### config.mk
export PLATFORM = sky130hd
export DESIGN_NAME = fir_tap_sequencer
export DESIGN_NICKNAME = d
export VERILOG_FILES = /design/src/rtl/fir_tap_sequencer.sv
export SDC_FILE = /design/constraint.sdc
export NUM_CORES = 1
export LEC_CHECK = 0
export CAP_MARGIN = 20
export CORE_ASPECT_RATIO = 1.4
export CORE_MARGIN = 1
export CORE_UTILIZATION = 32
export DETAILED_ROUTE_END_ITERATION = 16
export GPL_TIMING_DRIVEN = 0
export PLACE_DENSITY = 0.44
export SYNTH_ARGS = -nofsm -noshare
export SYNTH_HDL_FRONTEND = slang
export SYNTH_SLANG_ARGS = --single-unit
### constraint.sdc
create_clock -name clk -period 4.8 [get_ports clk]
set_clock_uncertainty 0.2 [all_clocks]
set_input_delay 0.72 -clock clk [delete_from_list [all_inputs] [get_ports clk]]
set_output_delay 0.72 -clock clk [all_outputs]
set_load 0.01 [all_outputs]
### src/rtl/fir_tap_sequencer.sv
// ---------------------------------------------------------------------------
// fir_tap_sequencer
//
// Feeds a multiply-accumulate block. Each accepted input sample is written to
// an NTAPS-deep circular delay line. The block then emits NTAPS
// (sample, coefficient) pairs, one per tap. For tap k, the A channel carries
// x(n-k) and the B channel carries c[k]. The A channel flags the last tap of
// each output.
//
// Ports:
//   clk, rst              clock (rising edge), asynchronous active-low reset
//   s_axis_t{data,valid,ready}
//                         input sample stream (slave)
//   coef_wr_{en,addr,data,ready}
//                         coefficient register-file write port; writes are
//                         accepted only while idle
//   m_axis_at{data,valid,ready,last}
//                         delayed-sample stream to MAC A (master)
//   m_axis_bt{data,valid,ready}
//                         coefficient stream to MAC B (master)
//   busy                  high while a tap sequence is being sent
//   state_dbg_o           current FSM state (0 = IDLE, 1 = SEND)
//
// Handshake semantics (all channels): a transfer happens on a rising edge
// where valid and ready are both high. A master never drops valid or changes
// data while valid=1 and ready=0. The A and B channels of one tap beat may
// transfer in different cycles. The beat is complete once both have
// transferred, and only then does the next tap appear.
// ---------------------------------------------------------------------------
module fir_tap_sequencer #(
    parameter int  DW    = 24,
    parameter int  COEFW = 18,
    parameter int  NTAPS = 16,
    localparam int AW    = $clog2(NTAPS)
) (
    input  logic             clk,
    input  logic             rst,
    input  logic [DW-1:0]    s_axis_tdata,
    input  logic             s_axis_tvalid,
    output logic             s_axis_tready,
    input  logic             coef_wr_en,
    input  logic [AW-1:0]    coef_wr_addr,
    input  logic [COEFW-1:0] coef_wr_data,
    output logic             coef_wr_ready,
    output logic [DW-1:0]    m_axis_atdata,
    output logic             m_axis_atvalid,
    input  logic             m_axis_atready,
    output logic             m_axis_atlast,
    output logic [COEFW-1:0] m_axis_btdata,
    output logic             m_axis_btvalid,
    input  logic             m_axis_btready,
    output logic             busy,
    output logic             state_dbg_o
);

    typedef enum logic {
        S_IDLE = 1'b0,
        S_SEND = 1'b1
    } state_e;

    localparam logic [AW-1:0] LAST = AW'(NTAPS - 1);
    localparam logic [AW:0]   NT   = (AW + 1)'(NTAPS);

    state_e           state_q, state_d;
    logic [AW-1:0]    wptr_q, wptr_d;
    logic [AW-1:0]    base_q, base_d;
    logic [AW-1:0]    k_q, k_d;
    logic             a_done_q, a_done_d;
    logic             b_done_q, b_done_d;
    logic [DW-1:0]    atdata_q, atdata_d;
    logic [COEFW-1:0] btdata_q, btdata_d;
    // Goes high on the first clock after reset release.
    // It holds off s_axis_tready and coef_wr_ready while reset is applied.
    logic             live_q;

    logic [DW-1:0]    delay_q [NTAPS];
    logic [COEFW-1:0] coef_q  [NTAPS];

    logic             in_idle;
    logic             in_send;
    logic             s_hs;
    logic             coef_we;
    logic             a_hs;
    logic             b_hs;
    logic             beat_done;
    logic [AW:0]      k_nx;
    logic [AW:0]      base_ext;
    logic [AW:0]      diff;
    logic [AW-1:0]    rd_idx;
    logic [AW-1:0]    k_nx_idx;

    assign in_idle = (state_q == S_IDLE);
    assign in_send = (state_q == S_SEND);

    assign s_axis_tready  = live_q & in_idle;
    assign coef_wr_ready  = live_q & in_idle;
    assign busy           = in_send;
    assign state_dbg_o    = state_q;
    assign m_axis_atvalid = in_send & ~a_done_q;
    assign m_axis_btvalid = in_send & ~b_done_q;
    assign m_axis_atlast  = in_send & (k_q == LAST);
    assign m_axis_atdata  = atdata_q;
    assign m_axis_btdata  = btdata_q;

    assign s_hs    = s_axis_tvalid & s_axis_tready;
    assign coef_we = coef_wr_en & coef_wr_ready & ({1'b0, coef_wr_addr} < NT);
    assign a_hs    = m_axis_atvalid & m_axis_atready;
    assign b_hs    = m_axis_btvalid & m_axis_btready;
    // A channel that has already transferred counts as done for this beat.
    assign beat_done = in_send & (a_hs | a_done_q) & (b_hs | b_done_q);

    // Delay-line address of the next tap: (base - (k+1)) mod NTAPS.
    // NTAPS need not be a power of two, so the wrap is explicit.
    always_comb begin
        k_nx     = {1'b0, k_q} + 1'b1;
        base_ext = {1'b0, base_q};
        if (base_ext >= k_nx) begin
            diff = base_ext - k_nx;
        end else begin
            diff = base_ext + NT - k_nx;
        end
        rd_idx   = diff[AW-1:0];
        k_nx_idx = (k_q == LAST) ? '0 : k_nx[AW-1:0];
    end

    always_comb begin
        state_d  = state_q;
        wptr_d   = wptr_q;
        base_d   = base_q;
        k_d      = k_q;
        a_done_d = a_done_q;
        b_done_d = b_done_q;
        atdata_d = atdata_q;
        btdata_d = btdata_q;
        case (state_q)
            S_IDLE: begin
                if (s_hs) begin
                    state_d  = S_SEND;
                    base_d   = wptr_q;
                    wptr_d   = (wptr_q == LAST) ? '0 : wptr_q + 1'b1;
                    k_d      = '0;
                    a_done_d = 1'b0;
                    b_done_d = 1'b0;
                    // Tap 0 is the sample arriving now, so bypass the delay line.
                    atdata_d = s_axis_tdata;
                    // A write to c[0] in the same cycle takes effect immediately.
                    btdata_d = (coef_we && coef_wr_addr == '0) ? coef_wr_data : coef_q[0];
                end
            end
            S_SEND: begin
                a_done_d = a_done_q | a_hs;
                b_done_d = b_done_q | b_hs;
                if (beat_done) begin
                    a_done_d = 1'b0;
                    b_done_d = 1'b0;
                    if (k_q == LAST) begin
                        state_d = S_IDLE;
                        k_d     = '0;
                    end else begin
                        k_d      = k_nx[AW-1:0];
                        atdata_d = delay_q[rd_idx];
                        btdata_d = coef_q[k_nx_idx];
                    end
                end
            end
            default: state_d = S_IDLE;
        endcase
    end

    always_ff @(posedge clk or negedge rst) begin
        if (!rst) begin
            state_q  <= S_IDLE;
            wptr_q   <= '0;
            base_q   <= '0;
            k_q      <= '0;
            a_done_q <= 1'b0;
            b_done_q <= 1'b0;
            atdata_q <= '0;
            btdata_q <= '0;
            live_q   <= 1'b0;
        end else begin
            state_q  <= state_d;
            wptr_q   <= wptr_d;
            base_q   <= base_d;
            k_q      <= k_d;
            a_done_q <= a_done_d;
            b_done_q <= b_done_d;
            atdata_q <= atdata_d;
            btdata_q <= btdata_d;
            live_q   <= 1'b1;
        end
    end

    always_ff @(posedge clk or negedge rst) begin
        if (!rst) begin
            for (int i = 0; i < NTAPS; i++) begin
                delay_q[i] <= '0;
                coef_q[i]  <= '0;
            end
        end else begin
            if (s_hs) begin
                delay_q[wptr_q] <= s_axis_tdata;
            end
            if (coef_we) begin
                coef_q[coef_wr_addr] <= coef_wr_data;
            end
        end
    end

endmodule

# ---- Yosys cells after proc, flatten, opt, wreduce, memory -nomap -nowiden
# Cells that the tools add are included.
dict set report classes {
  mux 36
  add_sub_neg 5
  order_cmp 7
  n_reduce_logical 7
  eq_ne 5
  bitwise_logic 19
}
# cell count
set op_table {}
lappend op_table {{bitwise mux 384 bit} 1}
lappend op_table {{bitwise mux 288 bit} 1}
lappend op_table {{two-way mux 24 bit} 6}
lappend op_table {{two-way mux 18 bit} 7}
lappend op_table {{binary-select mux 24 bit (select 4 bit)} 1}
lappend op_table {{demux 24 bit (select 4 bit)} 1}
lappend op_table {{binary-select mux 18 bit (select 4 bit)} 1}
lappend op_table {{demux 18 bit (select 4 bit)} 1}
lappend op_table {{case mux 24 bit (2 select lines)} 1}
lappend op_table {{case mux 18 bit (2 select lines)} 1}
lappend op_table {{greater-or-equal comparator 5 bit, second input constant} 4}
lappend op_table {{two-way mux 4 bit} 5}
lappend op_table {{inverter 4 -> 5 bit} 4}
lappend op_table {{bitwise AND 1 bit} 10}
lappend op_table {{less-than comparator 5 x 1 -> 1 bit, second input constant} 2}
lappend op_table {{adder 4 x 1 -> 4 bit, second input constant} 2}
lappend op_table {{equality test 4 bit, second input constant} 2}
lappend op_table {{case mux 4 bit (2 select lines)} 1}
lappend op_table {{subtractor 4 bit} 2}
lappend op_table {{two-way mux 1 bit} 6}
lappend op_table {{case mux 1 bit (2 select lines)} 3}
lappend op_table {{adder 4 x 1 -> 5 bit, second input constant} 1}
lappend op_table {{greater-or-equal comparator 4 x 5 -> 1 bit} 1}
lappend op_table {{logical NOT 4 bit} 1}
lappend op_table {{7 further kinds} 14}
dict set report word_totals {
  reg_bits 730
  out_inout_bits 49
  wordCells 120
  input_bits 52
}

# ---- Longest topological paths before layout
dict set report logic_depth {
  ltp_word 10
  mapped_depth 11
  depth_no_buf 8
}

# ---- Worst setup path before layout
# No wires, ideal clock.
dict set report synth_path {
  kind {register to register}
  from {register k_q[0]}
  to {register atdata_q[3], in the netlist m_axis_atdata[3]}
  setup_slack_ps 1861
  arrival_ps 2656
  required_time_ps 4517
  path_buffers 2
  setup_ps 83
  period_less_slack_ps 2939
  path_stages_with_launch 11
  path_cell_list {dfrtp_1 > ha_1 > buf_2 > xnor2_1 > ha_1 > a21oi_1 > o21ai_0 > xnor2_2 > buf_6 > mux2_2 > o21ai_0}
}
dict set report synth_via {
  elab_chain_len 10
  word_cells_on_any_way 15
  classes_between {add/sub (3); order compare (1); eq/ne (2); mux (7); bitwise (1); reduce/logical (1)}
}
# item line_no
set synth_rtl {}
lappend synth_rtl {{start: declaration} 67} ;# logic [AW-1:0] k_q, k_d;
lappend synth_rtl {{start signal: assignment} 185} ;# k_q <= k_d;
lappend synth_rtl {{adder 4 x 1 -> 5 bit} 115} ;# k_nx = {1'b0, k_q} + 1'b1;
lappend synth_rtl {{subtractor 4 bit (tied with other cells)} 120} ;# diff = base_ext + NT - k_nx;
lappend synth_rtl {{two-way mux 4 bit} 117} ;# if (base_ext >= k_nx) begin
lappend synth_rtl {{inverter 4 -> 5 bit (implied by the code)} 161} ;# atdata_d = delay_q[rd_idx];
lappend synth_rtl {{binary-select mux 24 bit (select 4 bit)} 161}
lappend synth_rtl {{two-way mux 24 bit (implied by the code) (2 in a row)} 161}
lappend synth_rtl {{two-way mux 24 bit} 156} ;# if (k_q == LAST) begin
lappend synth_rtl {{two-way mux 24 bit} 153} ;# if (beat_done) begin
lappend synth_rtl {{case mux 24 bit (2 select lines)} 135} ;# case (state_q)
lappend synth_rtl {{end signal: assignment} 188} ;# atdata_q <= atdata_d;
lappend synth_rtl {{end: declaration} 70} ;# logic [DW-1:0] atdata_q, atdata_d;
# Several ways; a longest one is shown, not always the timed one. The select of a mux whose other input is x is not followed.
# A chain may end at the register's enable or synchronous reset.

# ---- Final worst setup path
dict set report layout_path {
  from {register state_q, in the netlist busy}
  to {output m_axis_btvalid}
}
dict set report layout_via {
  elab_chain_len 1
}
# item line_no
set layout_rtl {}
lappend layout_rtl {{start: declaration} 64} ;# state_e state_q, state_d;
lappend layout_rtl {{start signal: assignment} 182} ;# state_q <= state_d;
lappend layout_rtl {{bitwise AND 1 bit} 100} ;# assign m_axis_btvalid = in_send & ~b_done_q;
lappend layout_rtl {{end: declaration} 50} ;# output logic m_axis_btvalid,
# Every way passes these cells.

==> flow_summary.ini <==
[synthesis]
synth_nets = 2250
synthSimpleGateAreaFrac_pct = 2.79
synth_edf_count = 0
yosysWarnings = 0
synth_seq_area_share_pct = 54.4
syn_area_sq_um = 33600
synth_cells = 2189
ys_ff_latch = 730
synth.top_cell.area_share_pct = 54.4
async_reset_ff_share_pct = 100
ys.flop_type = dfrtp_1
synth_top_family_by_area = multiplexers
ys_top_cells_by_area = dfrtp_1 54%, mux2_2 23%, mux4_2 9.9%, mux2i_1 2.0%, buf_2 1.0%
synth_area_per_cell_sq_um = 15.3
synth_xor_area_share_pct = 0.250
yosysUniqueCellTypes = 60
synthMuxAreaShare_pct = 35.8
synth_fa_ha_area_share_pct = 0.358
yosys.area.top_type = dfrtp_1
synth_compound_area_share_pct = 3.29

[setup_path]
critPathMaxStageDelay_ns = 0.73
cp.arrival_ns = 3.64
path_class = reg -> out
crit_slowest_cell = clkbuf_1
crit_path_end_kind = output port
cp_data_required_time_ns = 3.88
worstPathCellList = buf_4, inv_1, clkbuf_1, clkbuf_1, nor2_1, clkdlybuf4s50_1
critPathMaxFanout = 10
cp-start-kind = flop
cpMostUsedCell = clkbuf_1

[finish]
mostFrequentLayoutCells = 730 x dfrtp_1, 688 x mux2_2, 147 x mux4_2, 97 x clkdlybuf4s50_1, 92 x clkbuf_1
mostFrequentLayoutCell = dfrtp_1
num-nets-final = 2439
fin_area_sq_um = 39000
drive_gt1_share_pct = 46.1
area_delta_synth_final_pct = 16.3

[floorplan]
rows = 140
dieArea_sq_um = 106000
core_area_sq_um = 104000
start_util_pct = 32.3
die_x_um = 276
ios = 101
dieHeight_um = 385

[route]
drtIter0Drc = 895
wl_um = 97400
dr.pass1.iters = 4
drc_errors = 0
vias = 19496
ant_nets = 0
avgRoutedWirePerCell_um = 25.7
vias_per_cell = 5.14

[global_routing]
grt_pass1_vias = 21476
grt_pass1_wl_um = 146000
grt_max_degree = 123
grt_overflow_total = 0
grt.total_usage_pct = 18.8
antenna_found_initial = 5

[timing]
layout_min_cycle_time_ns = 4.56
final-hold-violation-count = 0
setup_viol = 0
layout_setup_ws_ns = 0.237
period_share_pct = 95.1
drv_slew = 0
worst_pin_slew_ns = 0.945
tns_ns = 0
max_slew_margin_pct = 37.0
rsz0062_at_grt = no
fmax_ghz = 0.219

[flow_run]
maxCapViolations = 0

[status]
status = finished, final reports clean

[worst_hold_path]
min_path_type = reg -> reg

[clock_tree]
cts_buffers = 81
cts_num_sinks = 730
clkTransAtPathRegs_ns = 0.07
cts.path.max_buffers = 3
cts_tree = yes
clkLatencyLatePin_ns = 0.65
root_buffer = clkbuf_16
cts_setup_buffers = 0
htree_levels = 3

[placement]
place_area_sq_um = 36400
post-place-ws_ns = 0.772
gp_congestion = 0.835
dp_hpwl_um = 69000
io_buffers = 98

[pwr]
p_leak_nw = 18.4
power_density_nw_per_um2 = 617
totalPowerFinal_mw = 24.1
peakVddDrop_mv = 0.806
worst max-delay path, delay by kind of cell, from the launching register on:
kind / cells / cell delay [ns]
simple gates: 1 / 0.13
flops: 1 / 0.46
buf+inv: 5 / 2.39
cell families (layout without fill, tap and decap cells):
logic type | count (synthesis) | in the layout
DFF | 730 | 730
muxes | 925 | 925
AOI/OAI and AO/OA | 168 | 168
and+or+nand+nor | 160 | 160
buffers and inverters | 189 | 439
xor gates and xnor gates | 7 | 7
adders and majority gates | 9 | 9
other | 1 | 3
synthesized netlist by cell type, types with 8 or more instances:
cell type  count
buf_4         23
and3_1        29
a31oi_1       19
mux2_2       688
nor2_1        26
a21oi_1       42
ha_1           8
mux2i_1       66
o21ai_0       24
a22oi_1       18
inv_1          8
nand3_1       13
mux4_2       147
mux2_1        17
o211ai_1      16
clkbuf_1      66
a221oi_1       8
o21ai_1       18
dfrtp_1      730
buf_2         68
buf_6         23
nand2_2       10
nand2_1       41
flip-flops by register name, indices dropped and copies added (netlist names):
register / flops
coef_q: 288
k_q: 4
busy: 1
m_axis_atdata: 24
base_q: 4
live_q: 1
delay_q: 384
wptr_q: 4
b_done_q: 1
m_axis_btdata: 18
a_done_q: 1
per-stage QoR:
step           cells  utilization [%]  hold slack [ns]
2_1_floorplan   2189                -            0.224
3_3_place_gp    3636             34.8            0.262
3_5_place_dp    3643             35.0            0.281
4_1_cts         3788             37.5            0.294
5_1_grt         3789             37.5            0.305
6_report        3790             37.5            0.285
report_power, final:
| part | switching [mW] | internal [mW] |
|---|---|---|
| clock | 2.56 | 3.59 |
| sequential | 0.678 | 7.33 |
| combinational | 5.51 | 4.41 |
| total | 8.75 | 15.3 |
cell type report:
type | count | area (sq um)
Antenna cell | 2 | 5.00
Buffer | 181 | 1020
Clock buffer | 128 | 2450
Clock inverter | 16 | 145
Fill cell | 9934 | 65000
Inverter | 8 | 30.0
Multi-Input combinational cell | 1270 | 14300
Sequential cell | 730 | 18300
Tap cell | 1349 | 1690
Timing Repair Buffer | 106 | 1180
path summary, 6_finish.rpt:
| check | from | endpoint | slack [ns] | cells after the start |
|---|---|---|---|---|
| max in group asynchronous | rst | delay_q[140]$_DFFE_PN0P_ | 1.36 | 6 |
| max reg2reg | k_q[0]$_DFFE_PN0P_ | m_axis_atdata[18]$_DFFE_PN0P_ | 0.76 | 10 |
| min in group asynchronous | rst | delay_q[245]$_DFFE_PN0P_ | 0.49 | 2 |
| max | busy$_DFF_PN0_ | m_axis_btvalid | 0.24 | 6 |
| min reg2reg | delay_q[224]$_DFFE_PN0P_ | delay_q[224]$_DFFE_PN0P_ | 0.29 | 1 |
| min | delay_q[224]$_DFFE_PN0P_ | delay_q[224]$_DFFE_PN0P_ | 0.29 | 1 |
metal layers:
layer  vias to the layer above  track usage, %  wire, um
met2                       393            34.0     51900
li1                       8488               -         -
met4                         4            7.86      3710
met5                         -               0        29
met3                       161            2.76      3440
met1                     10450            22.0     38300
timing repair:
action / 4_1_cts / 5_1_grt
resized for setup: 0 / 0
endpoints found under the setup margin: 0 / 0
hold endpoints to repair: 101 / 0
hold buffers: 1 / 0
Note: power is estimated with default switching activity, not from simulation.
